File: config.mk
export PLATFORM = sky130hd
export DESIGN_NAME = seq_detect_sched
export DESIGN_NICKNAME = d
export VERILOG_FILES = /design/src/rtl/seq_detect_sched.sv
export SDC_FILE = /design/constraint.sdc
export NUM_CORES = 1
export LEC_CHECK = 0
export CAP_MARGIN = 0
export CORE_UTILIZATION = 40
export CTS_CLUSTER_SIZE = 8
export DETAILED_ROUTE_END_ITERATION = 8
export PLACE_DENSITY = 0.65
export SLEW_MARGIN = 20
export SYNTH_ARGS = -nofsm -noshare
export SYNTH_HDL_FRONTEND = slang
export SYNTH_SLANG_ARGS = --single-unit
File: constraint.sdc
create_clock -name clk -period 5.3 [get_ports clk]
set_clock_uncertainty 0.2 [all_clocks]
set_input_delay 1.06 -clock clk [delete_from_list [all_inputs] [get_ports clk]]
set_output_delay 1.06 -clock clk [all_outputs]
set_load 0.02 [all_outputs]
File: src/rtl/seq_detect_sched.sv
`default_nettype none
// ============================================================================
// Module   : seq_detect_sched
// Purpose  : Time-shared serial pattern detector. NCH bit streams share one
//            detection engine through a round-robin arbiter. Each channel
//            keeps its own history and fill context. Overlapping matches are
//            reported with the channel number, and each channel has a
//            saturating match counter.
// Revision : 1.0 - initial release
// ============================================================================
module seq_detect_sched #(
  parameter int               NCH       = 4,
  parameter int               PAT_W     = 5,
  parameter logic [PAT_W-1:0] PAT_RESET = 5'b10110,
  parameter int               CNT_W     = 8,
  parameter int               CH_W      = $clog2(NCH)
) (
  input  logic             clk,
  input  logic             rst,
  input  logic             enable,
  input  logic             cfg_we,
  input  logic [PAT_W-1:0] cfg_pattern,
  output logic             cfg_err,
  input  logic [NCH-1:0]   req_valid,
  input  logic [NCH-1:0]   req_bit,
  output logic [NCH-1:0]   req_ready,
  output logic             match_valid,
  output logic [CH_W-1:0]  match_ch,
  input  logic             cnt_clr,
  input  logic [CH_W-1:0]  cnt_sel,
  output logic [CNT_W-1:0] cnt_data,
  output logic             busy
);

  localparam int                FILL_W   = $clog2(PAT_W + 1);
  localparam logic [FILL_W-1:0] FILL_MAX = FILL_W'(PAT_W);
  // A channel becomes able to match once PAT_W-1 real bits precede the new one
  localparam logic [FILL_W-1:0] FILL_ARM = FILL_W'(PAT_W - 1);
  localparam logic [CNT_W-1:0]  CNT_MAX  = '1;
  localparam logic [CH_W:0]     NCH_EXT  = (CH_W+1)'(NCH);

  typedef enum logic [1:0] {
    S_IDLE  = 2'd0,
    S_RUN   = 2'd1,
    S_FLUSH = 2'd2
  } state_t;

  state_t            r_state;
  state_t            w_state_nxt;
  logic [PAT_W-1:0]  r_pattern;
  logic [CH_W-1:0]   r_rr_ptr;
  logic [PAT_W-2:0]  r_hist [NCH];
  logic [FILL_W-1:0] r_fill [NCH];
  logic [CNT_W-1:0]  r_cnt  [NCH];

  logic              w_load_pat;
  logic              w_grant_en;
  logic              w_flush;
  logic              w_xfer;
  logic [CH_W-1:0]   w_gnt_idx;
  logic [CH_W:0]     w_scan;
  logic [CH_W-1:0]   w_rr_nxt;
  logic [PAT_W-1:0]  w_window;
  logic              w_hit;

  // Next-state decode; grants only while RUN and enable stays high
  always_comb begin
    w_state_nxt = r_state;
    w_load_pat  = 1'b0;
    w_grant_en  = 1'b0;
    w_flush     = 1'b0;
    case (r_state)
      S_IDLE: begin
        if (cfg_we) begin
          w_load_pat = 1'b1;
        end else if (enable) begin
          w_state_nxt = S_RUN;
        end
      end
      S_RUN: begin
        if (enable) begin
          w_grant_en = 1'b1;
        end else begin
          w_state_nxt = S_FLUSH;
        end
      end
      S_FLUSH: begin
        w_flush     = 1'b1;
        w_state_nxt = S_IDLE;
      end
      default: w_state_nxt = S_IDLE;
    endcase
  end

  // Round-robin search: first valid channel at or above r_rr_ptr, wrapping
  always_comb begin
    w_xfer    = 1'b0;
    w_gnt_idx = '0;
    w_scan    = '0;
    for (int i = 0; i < NCH; i++) begin
      w_scan = {1'b0, r_rr_ptr} + (CH_W+1)'(i);
      if (w_scan >= NCH_EXT) begin
        w_scan = w_scan - NCH_EXT;
      end
      if (!w_xfer && w_grant_en && req_valid[w_scan[CH_W-1:0]]) begin
        w_xfer    = 1'b1;
        w_gnt_idx = w_scan[CH_W-1:0];
      end
    end
  end

  // One-hot ready toward the winning channel
  always_comb begin
    req_ready = '0;
    if (w_xfer) begin
      req_ready[w_gnt_idx] = 1'b1;
    end
  end

  assign w_rr_nxt = (w_gnt_idx == CH_W'(NCH - 1)) ? '0 : w_gnt_idx + CH_W'(1);
  assign w_window = {r_hist[w_gnt_idx], req_bit[w_gnt_idx]};
  assign w_hit    = w_xfer && (r_fill[w_gnt_idx] >= FILL_ARM) && (w_window == r_pattern);
  assign busy     = (r_state == S_RUN) || (r_state == S_FLUSH);
  assign cnt_data = r_cnt[cnt_sel];

  // Control state, pattern, arbitration pointer and match reporting
  always_ff @(posedge clk or posedge rst) begin
    if (rst) begin
      r_state     <= S_IDLE;
      r_pattern   <= PAT_RESET;
      r_rr_ptr    <= '0;
      cfg_err     <= 1'b0;
      match_valid <= 1'b0;
      match_ch    <= '0;
    end else begin
      r_state     <= w_state_nxt;
      cfg_err     <= (r_state == S_RUN) && cfg_we;
      match_valid <= w_hit;
      if (w_load_pat) begin
        r_pattern <= cfg_pattern;
      end
      if (w_xfer) begin
        r_rr_ptr <= w_rr_nxt;
      end
      if (w_hit) begin
        match_ch <= w_gnt_idx;
      end
    end
  end

  // Per-channel history and fill; FLUSH forgets all received bits
  always_ff @(posedge clk or posedge rst) begin
    if (rst) begin
      for (int k = 0; k < NCH; k++) begin
        r_hist[k] <= '0;
        r_fill[k] <= '0;
      end
    end else begin
      for (int k = 0; k < NCH; k++) begin
        if (w_flush) begin
          r_hist[k] <= '0;
          r_fill[k] <= '0;
        end else if (w_xfer && (w_gnt_idx == CH_W'(k))) begin
          r_hist[k] <= w_window[PAT_W-2:0];
          if (r_fill[k] != FILL_MAX) begin
            r_fill[k] <= r_fill[k] + FILL_W'(1);
          end
        end
      end
    end
  end

  // Saturating match counters; clear wins over a same-cycle increment
  always_ff @(posedge clk or posedge rst) begin
    if (rst) begin
      for (int k = 0; k < NCH; k++) begin
        r_cnt[k] <= '0;
      end
    end else begin
      for (int k = 0; k < NCH; k++) begin
        if (cnt_clr) begin
          r_cnt[k] <= '0;
        end else if (w_hit && (w_gnt_idx == CH_W'(k)) && (r_cnt[k] != CNT_MAX)) begin
          r_cnt[k] <= r_cnt[k] + CNT_W'(1);
        end
      end
    end
  end

endmodule
`default_nettype wire

==> summary.txt <==
Final ANT Viol Nets: 0
Worst reg2reg path endpoint: r_cnt[30]$_DFFE_PP0P_
Vias in the first global route: 3472
Min-delay worst type: reg -> reg
Post-CTS Setup Inserts: 0
Combinational fraction of design power: 28.3%
Clk slew on worst S/H paths: 0.06 ns
Worst R2R Path Depth: 11
Tot GR Track Use: 19.4%
Pwr Density: 341 nW/µm²
Ranking of synthesized cells by area: dfrtp_1 (38%), ha_1 (5.8%), mux2_2 (5.2%)
Root Buffer Master: clkbuf_16
Dpl hpwl: 7520 µm
Skew-Pair Late Insertion Delay: 0.33 ns
Worst endpoint data arrival time: 3.83 ns
R2R setup slack: 1.63 ns
Hold Path Origin: match_ch[0]$_DFFE_PP0N_
WP data required: 4.04 ns
Psw: 0.610 mW
Period utilization: 96.1%
Total of max-cap violations: 0
Distinct cells, synth: 60
Area share of the largest cell type after synthesis: 38.4%
Yosys top cell by area: dfrtp_1
Clock power frac: 31.7%
DRT Wirelength: 10400 µm
Outcome: finished clean
Core Area: 11000 µm²
Hold Path Depth: 2
Die width: 109 µm
Largest net degree at the start of global routing: 51
Routability cong.: 0.863
Async set-reset flop share out of synthesis: 100%
Per-cell routed wire length: 15.9 µm
Clock Sinks: 73
CTS Buf Count: 9
Max-slew violation count: 0
Die H: 109 µm
Hold path endpoint: match_ch[0]$_DFFE_PP0N_
Synth Register Bits: 73
Antenna Cells: 0
Total power: 1.83 mW
Die area: 11800 µm²
Worst path cell trace: clkdlybuf4s50_1 -> nor4b_2 -> a31oi_2 -> a211oi_4 -> nor2_8 -> inv_1 -> ha_1 -> nand2_1 -> inv_1 -> clkdlybuf4s50_1
I/O Pins: 37
CP max FO: 11
TritonCTS clock tree: done
Peak supply drop: 179 µV
Register area share after synthesis: 40.1%
DRC viols: 0
Synth Instances: 473
Rows: 38
Final setup vio count: 0
Internal Power: 1.22 mW
Fin. Hold Viols: 0
Non-Filler Instances: 656
Class of the most critical setup path: in -> out
Clock Tree Buf Depth: 2
Sw Share: 33.3%
First-pass GRT wire length: 17600 µm
Placed cells: 640
Synth warn: 0
Fmax achieved: 196 MHz
Drt first pass iters: 4
LEAKAGE: 2.32 nW
Initial antenna violation count: 0
Total congestion overflow: 0
Final min period: 5.09 ns
Sequential share of power: 40.1%
Syn_area_per_cell: 9.66 µm²
Routed vias/inst: 5.49
Primary FF master, synth: dfrtp_1
CP endpoint kind: output pin
Least-Margin Pin Slew: 1.00 ns
Syn_nets: 514
Vias: 3602
Area Overhead vs Synth: 17.6%
Fraction of layout cells with a size suffix above 1: 14.7%
Worst path slowest cell: clkdlybuf4s50_1
Slowest cell delay on critical path: 0.64 ns
Starting DRT DRC Count: 211
Port-buffer cells: 36
Starting Density: 41.6%
R2r startpoint: r_state[1]$_DFFE_PP0P_
Max H-tree Level: 3
Commonest cells post-synth: dfrtp_1 (70), nand2_1 (50), nor2_1 (42)
Syn Std Cell Area: 4570 µm²
Final net count: 552
Most frequent cell after synthesis: dfrtp_1
Slew HR: 33.3%
Worst setup SP type: input pin
EDFF count, synth: 0
logic make-up (layout without fill, tap and decap cells):
group	count (synthesis)	count (layout)	share of synthesized area, %
xor+xnor	18	18	3.45
simple gates	191	191	21.8
buf+inv	42	85	4.03
fa+ha+maj	21	21	5.75
compound gates	86	86	12.6
mux	42	42	12.3
flops	73	73	40.1
worst max-delay path: cells and delay by family:
kind	cells	cell delay, ns
compound gates	2	0.57
buf+inv	4	1.50
fa+ha+maj	1	0.19
simple gates	3	0.51
stage by stage:
step	setup WS [ns]	hold slack (ns)	cell area (µm²)	util, %	TNS [ns]
2_1_floorplan	1.38	0.277	4570	-	0
3_3_place_gp	0.287	0.302	5080	46.3	0
3_5_place_dp	0.227	0.310	5080	46.3	0
4_1_cts	0.214	0.325	5360	48.8	0
5_1_grt	-0.00802	0.366	5370	48.9	-0.00802
6_report	0.205	0.313	5370	48.9	0
final cells by class:
type / instances / area, µm²
clock buffers: 16 / 282
flip-flops and latches: 73 / 1830
fillers: 1009 / 5610
well taps: 140 / 175
inverters: 23 / 86.3
repair buffers: 46 / 435
multi-input cells: 358 / 2560
power by group through the flow:
stage	Combinational, mW	Sequential, mW	Clock, mW
detailed placement	0.516	0.743	0
global route	0.581	0.745	0.617
finish	0.518	0.734	0.580
CTS	0.519	0.733	0.593
global placement	0.499	0.738	0
floorplan	0.431	0.682	0
layout by cell type, fill, tap and decap left out, drive strengths merged, types with 11 or more instances in the layout:
master         count
a21oi             42
and3              12
clkbuf            16
clkdlybuf4s50     36
dfrtp             70
ha                21
inv               22
mux2              24
nand2             50
nand3             15
nand4             11
nor2              43
nor2b             20
o21ai             13
xnor2             16
repair_timing:
| action | 4_1_cts | 5_1_grt |
|---|---|---|
| hold buffers | 0 | 0 |
| endpoints found under the setup margin | 0 | 2 |
| gates resized for setup | 0 | 2 |
sequential cells by signal (all words and copies together), names as in the netlist:
name         flops
r_pattern        5
match_valid      1
match_ch         2
r_rr_ptr         2
r_cnt           32
r_fill          12
r_hist          16
r_state          2
cfg_err          1
worst max-delay path by stage:
stage          cells past startpoint  slack (ns)         start           end
6_report                          10        0.21  req_valid[0]  req_ready[0]
5_1_grt                           10      -0.008  req_valid[0]  req_ready[0]
4_1_cts                            9        0.21  req_valid[0]  req_ready[2]
3_5_place_dp                      10        0.23  req_valid[0]  req_ready[0]
3_3_place_gp                       9        0.29  req_valid[0]  req_ready[2]
2_1_floorplan                      9        1.38  req_valid[0]  req_ready[0]
routing by layer:
layer  vias to the layer above  wire length, µm  track usage, %
met2                        70             5100            31.4
met1                      1761             4750            25.2
li1                       1750                -               -
met5                         -                0               0
met4                         0              229            7.92
met3                        21              362            4.06
No activity file was read; power rests on OpenSTA's default activity.
